File: config.mk
export PLATFORM = sky130hd
export DESIGN_NAME = spi_master_ctrl
export DESIGN_NICKNAME = d
export VERILOG_FILES = /design/src/rtl/spi_pkg.sv /design/src/rtl/spi_cmd_fifo.sv /design/src/rtl/spi_master_ctrl.sv
export SDC_FILE = /design/constraint.sdc
export NUM_CORES = 1
export LEC_CHECK = 0
export CAP_MARGIN = 0
export CELL_PAD_IN_SITES_DETAIL_PLACEMENT = 1
export CELL_PAD_IN_SITES_GLOBAL_PLACEMENT = 2
export CORE_ASPECT_RATIO = 1.75
export CORE_MARGIN = 10
export CORE_UTILIZATION = 30
export DETAILED_ROUTE_END_ITERATION = 10
export GPL_TIMING_DRIVEN = 0
export MAX_ROUTING_LAYER = met4
export PLACE_DENSITY = 0.78
export SETUP_SLACK_MARGIN = 0.5
export SLEW_MARGIN = 20
export SYNTH_ARGS = -nofsm -noshare
export SYNTH_HDL_FRONTEND = slang
export SYNTH_SLANG_ARGS = --single-unit
export TNS_END_PERCENT = 30
File: constraint.sdc
create_clock -name SCK -period 1.6 [get_ports SCK]
set_input_delay 0.24 -clock SCK [delete_from_list [all_inputs] [get_ports SCK]]
set_output_delay 0.24 -clock SCK [all_outputs]
set_load 0.03 [all_outputs]
File: src/rtl/spi_pkg.sv
// Shared types and constants for the SPI master controller.
package spi_pkg;

    localparam int SPI_DATA_W = 8;
    localparam int FRAME_BITS = SPI_DATA_W + 2;

    typedef enum logic [1:0] {
        OP_WR_ADDR = 2'b00,
        OP_WR_DATA = 2'b01,
        OP_RD_ADDR = 2'b10,
        OP_RD_DATA = 2'b11
    } spi_op_t;

    typedef enum logic [2:0] {
        ST_IDLE,
        ST_WAKE,
        ST_SEL,
        ST_SHIFT,
        ST_TURN,
        ST_RECV,
        ST_GAP
    } master_state_t;

    function automatic int max_int(input int a, input int b);
        return (a > b) ? a : b;
    endfunction

endpackage

File: src/rtl/spi_cmd_fifo.sv
// Synchronous {op,data} command FIFO; full/empty derived from pointers carrying a wrap bit.
module spi_cmd_fifo #(
    parameter int WIDTH = 10,
    parameter int DEPTH = 4
) (
    input  logic             clk,
    input  logic             rst_n,
    input  logic             push,
    input  logic [WIDTH-1:0] push_data,
    input  logic             pop,
    output logic [WIDTH-1:0] pop_data,
    output logic             full,
    output logic             empty
);
    localparam int AW = $clog2(DEPTH);

    logic [WIDTH-1:0] mem [DEPTH];
    logic [AW:0]      wr_ptr;
    logic [AW:0]      rd_ptr;
    logic             do_push;
    logic             do_pop;

    assign empty    = (wr_ptr == rd_ptr);
    assign full     = (wr_ptr[AW] != rd_ptr[AW]) && (wr_ptr[AW-1:0] == rd_ptr[AW-1:0]);
    // A pop frees a slot in the same cycle, so a full FIFO can still take a push.
    assign do_pop   = pop && !empty;
    assign do_push  = push && (!full || do_pop);
    assign pop_data = mem[rd_ptr[AW-1:0]];

    always_ff @(posedge clk or negedge rst_n) begin
        if (!rst_n) begin
            wr_ptr <= '0;
            rd_ptr <= '0;
        end else begin
            if (do_push) wr_ptr <= wr_ptr + (AW+1)'(1);
            if (do_pop)  rd_ptr <= rd_ptr + (AW+1)'(1);
        end
    end

    always_ff @(posedge clk) begin
        if (do_push) mem[wr_ptr[AW-1:0]] <= push_data;
    end

endmodule

File: src/rtl/spi_master_ctrl.sv
// SPI master: frames host commands onto SS_n/MOSI and captures read bytes from MISO.
// Optional command FIFO enabled by defining SPI_MASTER_CMD_FIFO_EN.
module spi_master_ctrl
    import spi_pkg::*;
#(
    parameter int DATA_W         = SPI_DATA_W,
    parameter int IDLE_GAP       = 2,
    parameter int TURNAROUND     = 1,
    parameter int CMD_FIFO_DEPTH = 4
) (
    input  logic              SCK,
    input  logic              rst_n,
    input  logic              cmd_valid,
    output logic              cmd_ready,
    input  logic [1:0]        cmd_op,
    input  logic [DATA_W-1:0] cmd_data,
    output logic              rsp_valid,
    output logic [DATA_W-1:0] rsp_data,
    output logic              busy,
    output logic              SS_n,
    output logic              MOSI,
    input  logic              MISO
);
    localparam int FRAME_W = DATA_W + 2;
    // The IDLE cycle before the next accept is the last cycle of the inter-frame gap.
    localparam int GAP_CYC = IDLE_GAP - 1;
    localparam int CNT_W   = $clog2(max_int(max_int(FRAME_W, DATA_W),
                                            max_int(TURNAROUND, GAP_CYC)) + 1);

    localparam logic [CNT_W-1:0] LD_SHIFT = CNT_W'(FRAME_W - 1);
    localparam logic [CNT_W-1:0] LD_RECV  = CNT_W'(DATA_W - 1);
    localparam logic [CNT_W-1:0] LD_TURN  = (TURNAROUND > 0) ? CNT_W'(TURNAROUND - 1) : '0;
    localparam logic [CNT_W-1:0] LD_GAP   = (GAP_CYC > 0) ? CNT_W'(GAP_CYC - 1) : '0;

    master_state_t      state;
    master_state_t      next_state;
    logic [CNT_W-1:0]   cnt;
    logic               cnt_tc;
    logic [FRAME_W-1:0] frame_q;
    logic [FRAME_W-1:0] go_frame;
    logic [DATA_W-2:0]  rx_q;
    logic               rd_op;
    logic               cmd_go;
    logic               ss_n_d;
    logic               mosi_d;
    logic               rsp_done;

`ifdef SPI_MASTER_CMD_FIFO_EN
    logic fifo_full;
    logic fifo_empty;

    spi_cmd_fifo #(
        .WIDTH (FRAME_W),
        .DEPTH (CMD_FIFO_DEPTH)
    ) u_cmd_fifo (
        .clk       (SCK),
        .rst_n     (rst_n),
        .push      (cmd_valid && !fifo_full),
        .push_data ({cmd_op, cmd_data}),
        .pop       (cmd_go),
        .pop_data  (go_frame),
        .full      (fifo_full),
        .empty     (fifo_empty)
    );

    assign cmd_ready = !fifo_full;
    assign cmd_go    = (state == ST_IDLE) && !fifo_empty;
    assign busy      = (state != ST_IDLE) || !fifo_empty;
`else
    assign cmd_ready = (state == ST_IDLE);
    assign cmd_go    = cmd_valid && cmd_ready;
    assign go_frame  = {cmd_op, cmd_data};
    assign busy      = (state != ST_IDLE);
`endif

    assign cnt_tc = (cnt == '0);

    always_ff @(posedge SCK or negedge rst_n) begin
        if (!rst_n) state <= ST_IDLE;
        else        state <= next_state;
    end

    always_comb begin
        next_state = state;
        case (state)
            ST_IDLE:  if (cmd_go) next_state = ST_WAKE;
            ST_WAKE:  next_state = ST_SEL;
            ST_SEL:   next_state = ST_SHIFT;
            ST_SHIFT: if (cnt_tc) begin
                          if (rd_op) next_state = (TURNAROUND > 0) ? ST_TURN : ST_RECV;
                          else       next_state = (GAP_CYC > 0) ? ST_GAP : ST_IDLE;
                      end
            ST_TURN:  if (cnt_tc) next_state = ST_RECV;
            ST_RECV:  if (cnt_tc) next_state = (GAP_CYC > 0) ? ST_GAP : ST_IDLE;
            ST_GAP:   if (cnt_tc) next_state = ST_IDLE;
            default:  next_state = ST_IDLE;
        endcase
    end

    // SS_n/MOSI are registered, so they are computed for the state being entered.
    always_comb begin
        ss_n_d   = 1'b1;
        mosi_d   = 1'b0;
        rsp_done = (state == ST_RECV) && cnt_tc;
        case (next_state)
            ST_WAKE, ST_TURN, ST_RECV: ss_n_d = 1'b0;
            ST_SEL, ST_SHIFT: begin
                ss_n_d = 1'b0;
                mosi_d = (state == ST_SHIFT) ? frame_q[FRAME_W-2] : frame_q[FRAME_W-1];
            end
            default: ;
        endcase
    end

    always_ff @(posedge SCK or negedge rst_n) begin
        if (!rst_n) begin
            SS_n      <= 1'b1;
            MOSI      <= 1'b0;
            rsp_valid <= 1'b0;
            rsp_data  <= '0;
            rx_q      <= '0;
            frame_q   <= '0;
            rd_op     <= 1'b0;
            cnt       <= '0;
        end else begin
            SS_n      <= ss_n_d;
            MOSI      <= mosi_d;
            rsp_valid <= rsp_done;

            if (cmd_go) begin
                frame_q <= go_frame;
                rd_op   <= (spi_op_t'(go_frame[FRAME_W-1 -: 2]) == OP_RD_DATA);
            end else if (state == ST_SHIFT) begin
                frame_q <= {frame_q[FRAME_W-2:0], 1'b0};
            end

            if (state == ST_RECV) rx_q <= {rx_q[DATA_W-3:0], MISO};
            if (rsp_done)         rsp_data <= {rx_q, MISO};

            if (next_state != state) begin
                case (next_state)
                    ST_SHIFT: cnt <= LD_SHIFT;
                    ST_TURN:  cnt <= LD_TURN;
                    ST_RECV:  cnt <= LD_RECV;
                    ST_GAP:   cnt <= LD_GAP;
                    default:  cnt <= '0;
                endcase
            end else if (!cnt_tc) begin
                cnt <= cnt - CNT_W'(1);
            end
        end
    end

endmodule
# == Word-level counts from Yosys, hierarchy flattened ==
# Cells that the tools add are included.
# classes
shift,0
n_eq_ne,14
n_reduce_logical,8
add_sub_neg,1
muxes,15
order_cmp,0
bitwise_logic,0
n_mul,0
div_mod_pow,0
# ops
op,n
3-bit one-hot mux with 7 select lines,1
10-bit two-way mux,2
"3-bit equality test, second input constant",5
3-bit two-way mux,5
"3-bit by 2-bit equality test with 1-bit output, second input constant",4
4-bit two-way mux,2
4-bit one-hot mux with 2 select lines,1
"3-bit by 1-bit equality test with 1-bit output, second input constant",2
5-bit OR reduction,1
4-bit zero test,1
"4-bit by 1-bit subtractor with 4-bit output, second input constant",1
3-bit zero test,1
1-bit two-way mux,3
3-bit inequality test,1
3-bit nonzero test,1
"2-bit equality test, second input constant",1
1-bit logical AND,2
2-bit two-way mux,1
"2-bit by 1-bit inequality test with 1-bit output, second input constant",1
2-bit nonzero test,1
2-bit OR reduction,1
# totals
latchBits,0
register_bits,36
rom_bits,0
mem_bits_rw,0
elab_cells,47
memories,0
input_bits,14
output_inout_bits,13

# == Logic depth before layout (Yosys ltp) ==
# Gate-level depths: netlist of the first run.
# depth
depth_word,7
mapped_depth,7
mapped_depth_nobuf,6

# == Worst setup path before layout of the first run ==
# OpenSTA, ideal clock, no wires.
# synth_path
path_kind,register to register
from,reg cnt[0]
to,reg cnt[0]
period_less_slack_ps,1770
setup_time_ps,104
arrival_time_ps,1666
setup_slack_ps,-170
stages_incl_launch_ff,7
path_cell_list,dfrtp_1 inv_1 ha_1 or3b_1 buf_6 or4_1 o311ai_1
# synth_via
elab_chain_cells,6
# synth_lines
item,line,text
start: declaration,spi_master_ctrl.sv:37,logic [CNT_W-1:0] cnt;
start signal: assignment,spi_master_ctrl.sv:149,cnt <= cnt - CNT_W'(1);
4-bit zero test,spi_master_ctrl.sv:76,assign cnt_tc = (cnt == '0);
3-bit two-way mux (on tied branches),-,
3-bit one-hot mux with 7 select lines,spi_master_ctrl.sv:85,case (state)
3-bit equality test / 3-bit by 2-bit equality test with 1-bit output (equally long branches),spi_master_ctrl.sv:141,case (next_state)
4-bit one-hot mux with 2 select lines,spi_master_ctrl.sv:141,
4-bit two-way mux,spi_master_ctrl.sv:140,if (next_state != state) begin
# Parallel ways exist; a longest one is shown, timed or not. The select of a mux whose other input is x is not followed.
# A chain may end at the register's enable or synchronous reset.

# == Worst setup path after layout of the first run ==
# layout_path
from,reg cnt[1]
to,reg rsp_data[5]
# layout_via
elab_chain_cells,2
# layout_lines
item,line,text
4-bit zero test,spi_master_ctrl.sv:76,
1-bit logical AND,spi_master_ctrl.sv:104,rsp_done = (state == ST_RECV) && cnt_tc;
via rsp_done,spi_master_ctrl.sv:46,logic rsp_done;
end signal: assignment,spi_master_ctrl.sv:138,"if (rsp_done) rsp_data <= {rx_q, MISO};"
end: declaration,spi_master_ctrl.sv:18,"output logic [DATA_W-1:0] rsp_data,"
# The timed path passes the listed nets, and every way through them passes these cells.

==> impl_summary.log, run 1 <==
[metrics] final design utilization: 45.72%
[metrics] max_slew headroom: 68.98%
[metrics] PwrDens: 1759 mW/mm^2
[metrics] placement-stage cell area: 0.002063 sq mm
[metrics] count of non-filler cells in the finished layout: 285
[metrics] global-route wire length before repair: 7797 um
[metrics] multi-input logic area: 859.6 sq um
[metrics] most frequent standard cell in the layout excluding fill and tap cells: sky130_fd_sc_hd__dfrtp_1
[metrics] Startpoint Class: flop
[metrics] overall routing resource usage: 10.79%
[metrics] number of antenna violations at the first check in global routing: 0
[metrics] endpoint type of the worst setup path: flop
[metrics] routability cong.: 0.7914
[metrics] summed instance area of the synthesized netlist: 0.001675 sq mm
[metrics] main flop type after synthesis: sky130_fd_sc_hd__dfrtp_1
[metrics] starting utilization of the core area: 30.49%
[metrics] Yosys top cell by area: sky130_fd_sc_hd__dfrtp_1
[metrics] die outline area: 0.009092 sq mm
[metrics] Critical Setup Path Class: flop to flop
[metrics] number of CTS-inserted buffers: 5
[metrics] area growth from synthesis to layout: 49.96%
[metrics] largest net degree at the start of global routing: 31
[metrics] data arrival at the endpoint of the critical path: 1950 ps
[metrics] Worst Hold Class: input port to async pin
[metrics] First DRT Iteration DRCs: 32
[metrics] data required time of the worst path: 1770 ps
[metrics] total negative slack: -2161 ps
[metrics] ys async rst share: 100.0%
[metrics] setup violators final: 18
[metrics] RSZ-0062 raised after global routing: yes
[metrics] antenna violation net count after detailed routing: 0
[metrics] Layout Nets: 223
[metrics] most frequent cells in the layout: sky130_fd_sc_hd__dfrtp_1, sky130_fd_sc_hd__nand2_1, sky130_fd_sc_hd__buf_6, sky130_fd_sc_hd__buf_4, sky130_fd_sc_hd__clkdlybuf4s50_1
[metrics] outcome: finished with violations
[metrics] final critical path time including I/O delays and setup: 1775 ps
[metrics] Initial DRT Pass Iterations: 3
[metrics] part of the Yosys area used for sequential elements: 53.85%
[metrics] via count: 1380
[metrics] share of final-layout standard cells stronger than drive strength 1: 44.02%
[metrics] number of max-cap violations: 0
[metrics] portion of synthesized cell area occupied by the leading cell type: 52.28%
[metrics] Post-Syn Nets: 169
[metrics] synthesized netlist cell count: 154
[metrics] Max rail drop VDD: 942.0 uV
[metrics] violated checks: setup timing
[metrics] cell total after placement: 257
[metrics] via count of the first global-routing pass: 1575
[metrics] Final Hold Viols: 0
[metrics] number of primary I/O pins: 27
[metrics] number of buffers on the longest clock path: 2
[metrics] setup slack after layout: -174.8 ps
[metrics] Final Instance Area: 0.002512 sq mm
[metrics] number of standard-cell rows in the floorplan: 36
[metrics] fill cell count: 614
[metrics] Worst Max-Slew Pin Slew: 465.3 ps
[metrics] Pwr Total: 4418 uW
[metrics] setup clock skew after layout: 6.510 ps
[metrics] placed wire-length estimate: 3104 um
[metrics] post-route clock period utilization: 110.9%
[metrics] Antenna Cells: 0
[metrics] FF/Latch Area: 904.6 sq um
[metrics] number of pins exceeding their max-slew limit in the final report: 0
[metrics] floorplan die height: 118.9 um
[metrics] number of flip-flops and latches in the synthesized netlist: 36
[metrics] post-synthesis area per instance: 10.88 sq um
[metrics] Clock H-tree levels: 2
[metrics] routed vias/inst: 4.842
[metrics] total overflow reported by the global router: 0
[metrics] wirelength, routed: 4584 um
[metrics] Clk Latency, worst-skew pair: 290 ps
[metrics] cell types with the largest area share after synthesis: sky130_fd_sc_hd__dfrtp_1, sky130_fd_sc_hd__mux2_2, sky130_fd_sc_hd__nand2_1, sky130_fd_sc_hd__o21ai_0, sky130_fd_sc_hd__mux2i_1
[metrics] DRC Markers: 0
[metrics] detailed-route wire length per cell: 16.08 um
[metrics] CTS root buffer: sky130_fd_sc_hd__clkbuf_8
[metrics] number of warnings reported in the yosys synthesis log: 0
[metrics] area of the placeable core: 0.005495 sq mm
[metrics] maximum clock frequency: 563.4 MHz
[metrics] number of flops mapped to enable cells by yosys: 0
[metrics] clock sinks: 36
[metrics] clock tree from TritonCTS: done
[metrics] Worst Path Max Fanout: 5
[metrics] leakage power total: 0.001196 uW
[metrics] clk slew on worst S/H paths: 80 ps
[metrics] count of unique library cells instantiated by Yosys: 37
[metrics] chip width: 76.49 um
[metrics] number of buffers added on ports: 26
-- layer usage --
layer / vias to the layer above / wire, um / GRT usage [%]
li1: 656 / - / -
met2: 22 / 2661 / 19.71
met1: 690 / 1712 / 10.27
met4: 0 / 116 / 5.958
met3: 12 / 93 / 2.184
met5: - / 0 / -
-- timing repair --
item	CTS	global route
hold endpoints to repair	5	0
hold buffers	1	0
buffers inserted	13	6
setup endpoints to repair	49	47
pin swaps	25	17
cloned	0	0
gates resized for setup	128	26
-- final timing paths --
check                                start          end  slack [ps]  cells past startpoint
worst min register to register  frame_q[4]   frame_q[4]         480                      2
max in group asynchronous            rst_n     state[1]         850                      3
worst max-delay path                cnt[1]  rsp_data[5]        -170                      7
worst max register to register      cnt[1]  rsp_data[5]        -170                      7
min in group SCK                frame_q[4]   frame_q[4]         480                      2
worst min-delay path                 rst_n   frame_q[7]         320                      2
-- worst max-delay path, cell delays in order (launching register included) --
cell,delay (ps)
sky130_fd_sc_hd__dfrtp_1,400
sky130_fd_sc_hd__inv_2,80
sky130_fd_sc_hd__ha_4,130
sky130_fd_sc_hd__or3b_4,380
sky130_fd_sc_hd__buf_8,150
sky130_fd_sc_hd__nor2_8,100
sky130_fd_sc_hd__buf_12,130
sky130_fd_sc_hd__mux2_4,300
-- report_power, final --
part | switching, uW | internal (uW) | leakage, uW
Clock | 339 | 303 | 0.0000479
Combinational | 1140 | 1180 | 0.000678
Sequential | 256 | 1210 | 0.000470
Total | 1730 | 2690 | 0.00120
-- cells in the mapped netlist, types with 2 or more instances --
cell type	instances
sky130_fd_sc_hd__buf_2	3
sky130_fd_sc_hd__nor2b_1	2
sky130_fd_sc_hd__dfrtp_1	35
sky130_fd_sc_hd__a22oi_1	6
sky130_fd_sc_hd__mux2_2	15
sky130_fd_sc_hd__nor2_1	5
sky130_fd_sc_hd__mux2i_1	5
sky130_fd_sc_hd__o31ai_1	2
sky130_fd_sc_hd__inv_1	8
sky130_fd_sc_hd__nor3_1	3
sky130_fd_sc_hd__a21oi_1	8
sky130_fd_sc_hd__o21ai_0	13
sky130_fd_sc_hd__nand2_1	23
sky130_fd_sc_hd__clkbuf_1	3
-- final cells by class --
type	count	area share, %
multi-input combinational	103	34.21
tap	76	3.785
buffer	7	3.038
timing repair buffer	47	18.28
clock buffer	5	2.739
inverter	8	1.195
sequential	36	36.01
clock inverter	3	0.7470
-- metrics by stage --
step	worst slack [ps]	hold slack, ps
after floorplan	-70.45	-55.59
after global placement	-525.0	464.2
final	-174.8	322.3
after CTS	-202.5	319.9
after detailed placement	-506.4	104.3
after global routing	-242.8	340.0
-- cells by family (layout without fill, tap and decap cells) --
kind of cell,after synthesis,in the layout,synth area share (%)
AOI/OAI and AO/OA,37,37,13.82
DFF,36,36,53.85
muxes,20,20,13.07
and+or+nand+nor,45,45,14.49
buffers and inverters,15,70,4.033
adders and majority gates,1,1,0.7467
-- sequential cells by signal, summed over array words and instances, names as in the netlist --
register,flops
rsp_valid,1
SS_n,1
rd_op,1
cnt,4
MOSI,1
rx_q,7
frame_q,10
rsp_data,8
state,3
No activity file was read; power rests on OpenSTA's default activity.
==> run 2, diff against run 1 <==
--- a/config.mk
+++ b/config.mk
@@ -16,4 +16,4 @@
 export MAX_ROUTING_LAYER = met4
-export PLACE_DENSITY = 0.78
-export SETUP_SLACK_MARGIN = 0.5
+export PLACE_DENSITY_LB_ADDON = 0.1
+export SETUP_SLACK_MARGIN = 0.3
 export SLEW_MARGIN = 20
--- a/constraint.sdc
+++ b/constraint.sdc
@@ -3,2 +3,2 @@
 set_output_delay 0.24 -clock SCK [all_outputs]
-set_load 0.03 [all_outputs]
+set_load 0.05 [all_outputs]
==> impl_summary.log, run 2 (synthesized netlist as in run 1, its figures left out) <==
[metrics] placed wire-length estimate: 3173 um (+2.2%)
[metrics] DRC Markers: 0 (unchanged)
[metrics] Antenna Cells: 0 (unchanged)
[metrics] die outline area: 0.009092 sq mm (unchanged)
[metrics] largest registers in the final layout: frame_q (10), rsp_data (8), rx_q (7)
[metrics] number of pins exceeding their max-slew limit in the final report: 0 (unchanged)
[metrics] CTS root buffer: sky130_fd_sc_hd__clkbuf_8
[metrics] share of final-layout standard cells stronger than drive strength 1: 47.83% (+3.8 points)
[metrics] Clock H-tree levels: 2 (unchanged)
[metrics] largest net degree at the start of global routing: 26 (-16%)
[metrics] count of non-filler cells in the finished layout: 283 (-0.70%)
[metrics] antenna violation net count after detailed routing: 0 (unchanged)
[metrics] detailed-route wire length per cell: 16.20 um (+0.71%)
[metrics] violated checks: setup timing
[metrics] leakage power total: 0.001196 uW (about the same)
[metrics] floorplan die height: 118.9 um (unchanged)
[metrics] data arrival at the endpoint of the critical path: 1870 ps (-80 ps)
[metrics] total overflow reported by the global router: 0 (unchanged)
[metrics] data required time of the worst path: 1770 ps (about the same)
[metrics] dpl ws: -548.8 ps (-42.40 ps)
[metrics] most frequent cells in the layout: sky130_fd_sc_hd__dfrtp_1, sky130_fd_sc_hd__nand2_1, sky130_fd_sc_hd__mux2_4, sky130_fd_sc_hd__clkdlybuf4s50_1, sky130_fd_sc_hd__buf_4
[metrics] number of standard-cell rows in the floorplan: 36 (unchanged)
[metrics] Worst Hold Class: input port to async pin
[metrics] PwrDens: 1824 mW/mm^2 (+3.7%)
[metrics] maximum clock frequency: 587.3 MHz (+4.2%)
[metrics] endpoint type of the worst setup path: flop
[metrics] Worst Path Max Fanout: 6 (+1)
[metrics] starting utilization of the core area: 30.49% (unchanged)
[metrics] final critical path time including I/O delays and setup: 1703 ps (-72.20 ps)
[metrics] post-route clock period utilization: 106.4% (-4.5 points)
[metrics] via count: 1375 (-0.36%)
[metrics] number of max-cap violations: 0 (unchanged)
[metrics] wirelength, routed: 4584 um (unchanged)
[metrics] number of antenna violations at the first check in global routing: 0 (unchanged)
[metrics] Largest Register: frame_q
[metrics] peak per-stage delay on the critical path: 400 ps (about the same)
[metrics] Largest register FFs: 10 (unchanged)
[metrics] number of CTS-inserted buffers: 5 (unchanged)
[metrics] outcome: finished with violations
[metrics] clock tree from TritonCTS: done
[metrics] number of buffers on the longest clock path: 2 (unchanged)
[metrics] clock sinks: 36 (unchanged)
[metrics] Final Hold Viols: 0 (unchanged)
[metrics] Initial DRT Pass Iterations: 4 (+1)
[metrics] Clk Latency, worst-skew pair: 280 ps (about the same)
[metrics] area of the placeable core: 0.005495 sq mm (unchanged)
[metrics] chip width: 76.49 um (unchanged)
[metrics] cell total after placement: 257 (unchanged)
[metrics] area growth from synthesis to layout: 54.74%
[metrics] max_slew headroom: 79.08% (+10 points)
[metrics] setup slack after layout: -102.7 ps (+72.20 ps)
[metrics] cell with the largest stage delay on the worst path: sky130_fd_sc_hd__dfrtp_1
[metrics] setup clock skew after layout: 7.630 ps (+1.120 ps)
[metrics] Max rail drop VDD: 792.8 uV (-16%)
[metrics] routability cong.: 0.7646 (-3.4%)
[metrics] number of primary I/O pins: 27 (unchanged)
[metrics] RSZ-0062 raised after global routing: yes
[metrics] number of buffers added on ports: 26 (unchanged)
[metrics] Worst Max-Slew Pin Slew: 313.8 ps (-151.5 ps)
[metrics] clk slew on worst S/H paths: 80 ps (about the same)
[metrics] overall routing resource usage: 10.58% (-0.21 points)
[metrics] via count of the first global-routing pass: 1535 (-2.5%)
[metrics] Layout Nets: 221 (-0.90%)
[metrics] Critical Setup Path Class: flop to flop
[metrics] First DRT Iteration DRCs: 34 (+6.3%)
[metrics] most frequent standard cell in the layout excluding fill and tap cells: sky130_fd_sc_hd__dfrtp_1
[metrics] chain of cells forming the critical path: inv_2, ha_4, or3b_1, buf_6, nor2_8, mux2_4
[metrics] Pwr Total: 4730 uW (+7.0%)
[metrics] cell count of the worst reg-to-reg path: 6 (-1)
[metrics] setup violators final: 12 (-6)
[metrics] global-route wire length before repair: 7755 um (-0.54%)
[metrics] Startpoint Class: flop
[metrics] routed vias/inst: 4.859 (+0.34%)
[run 2: path summary, 6_finish.rpt]
check                                start     endpoint  slack, ps
worst max register to register      cnt[0]  rsp_data[0]       -100
max in group asynchronous            rst_n     state[2]        770
worst min register to register  frame_q[6]   frame_q[6]        470
worst min-delay path                 rst_n  rsp_data[6]        380
min in group SCK                 cmd_valid         SS_n        460
worst max-delay path                cnt[0]  rsp_data[0]       -100
[run 2: routing by layer]
metal,up-vias,wire length [um],global-route usage [%]
met4,0,31,3.505
li1,651,-,-
met1,701,1846,11.27
met2,21,2631,19.12
met3,2,75,1.958
met5,-,0,-
[run 2: repair_timing]
action,in CTS,in global routing
gates cloned,1,0
endpoints found under the hold margin,10,0
hold buffers,1,0
pin swaps,10,25
buffers inserted,14,2
resized for setup,94,42
endpoints found under the setup margin,49,42
[run 2: per-stage QoR]
step	hold WS [ps]	utilization, %	area [sq um]	setup TNS (ps)
3_5_place_dp	152.2	37.89	2082	-10720
6_report	379.5	47.18	2592	-1074
3_3_place_gp	464.3	37.61	2067	-30670
2_1_floorplan	-55.59	-	1712	-625.6
5_1_grt	409.1	47.18	2592	-2224
4_1_cts	377.2	44.79	2461	-1382
[run 2: layout make-up]
| class | instances | area, sq um |
|---|---|---|
| Clock buffer | 5 | 68.82 |
| Fill cell | 604 | 2903 |
| Inverter | 8 | 36.28 |
| Sequential cell | 36 | 904.6 |
| Clock inverter | 3 | 42.54 |
| Multi-Input combinational cell | 104 | 939.7 |
| Tap cell | 76 | 95.09 |
| Buffer | 7 | 78.83 |
| Timing Repair Buffer | 44 | 426.7 |
[run 2: worst max-delay path, delay by kind of cell (launching register included)]
kind | cells | cell delay, ps
adder cells (fa/ha/maj) | 1 | 130
buffers and inverters | 2 | 230
flip-flops | 1 | 400
multiplexers | 1 | 310
AND/OR/NAND/NOR | 2 | 510
[run 2: report_power, final]
group          internal (uW)  switching, uW  leakage [uW]
clock                    461            345     0.0000541
combinational           1180           1290      0.000672
sequential              1210            248      0.000470
total                   2850           1880       0.00120
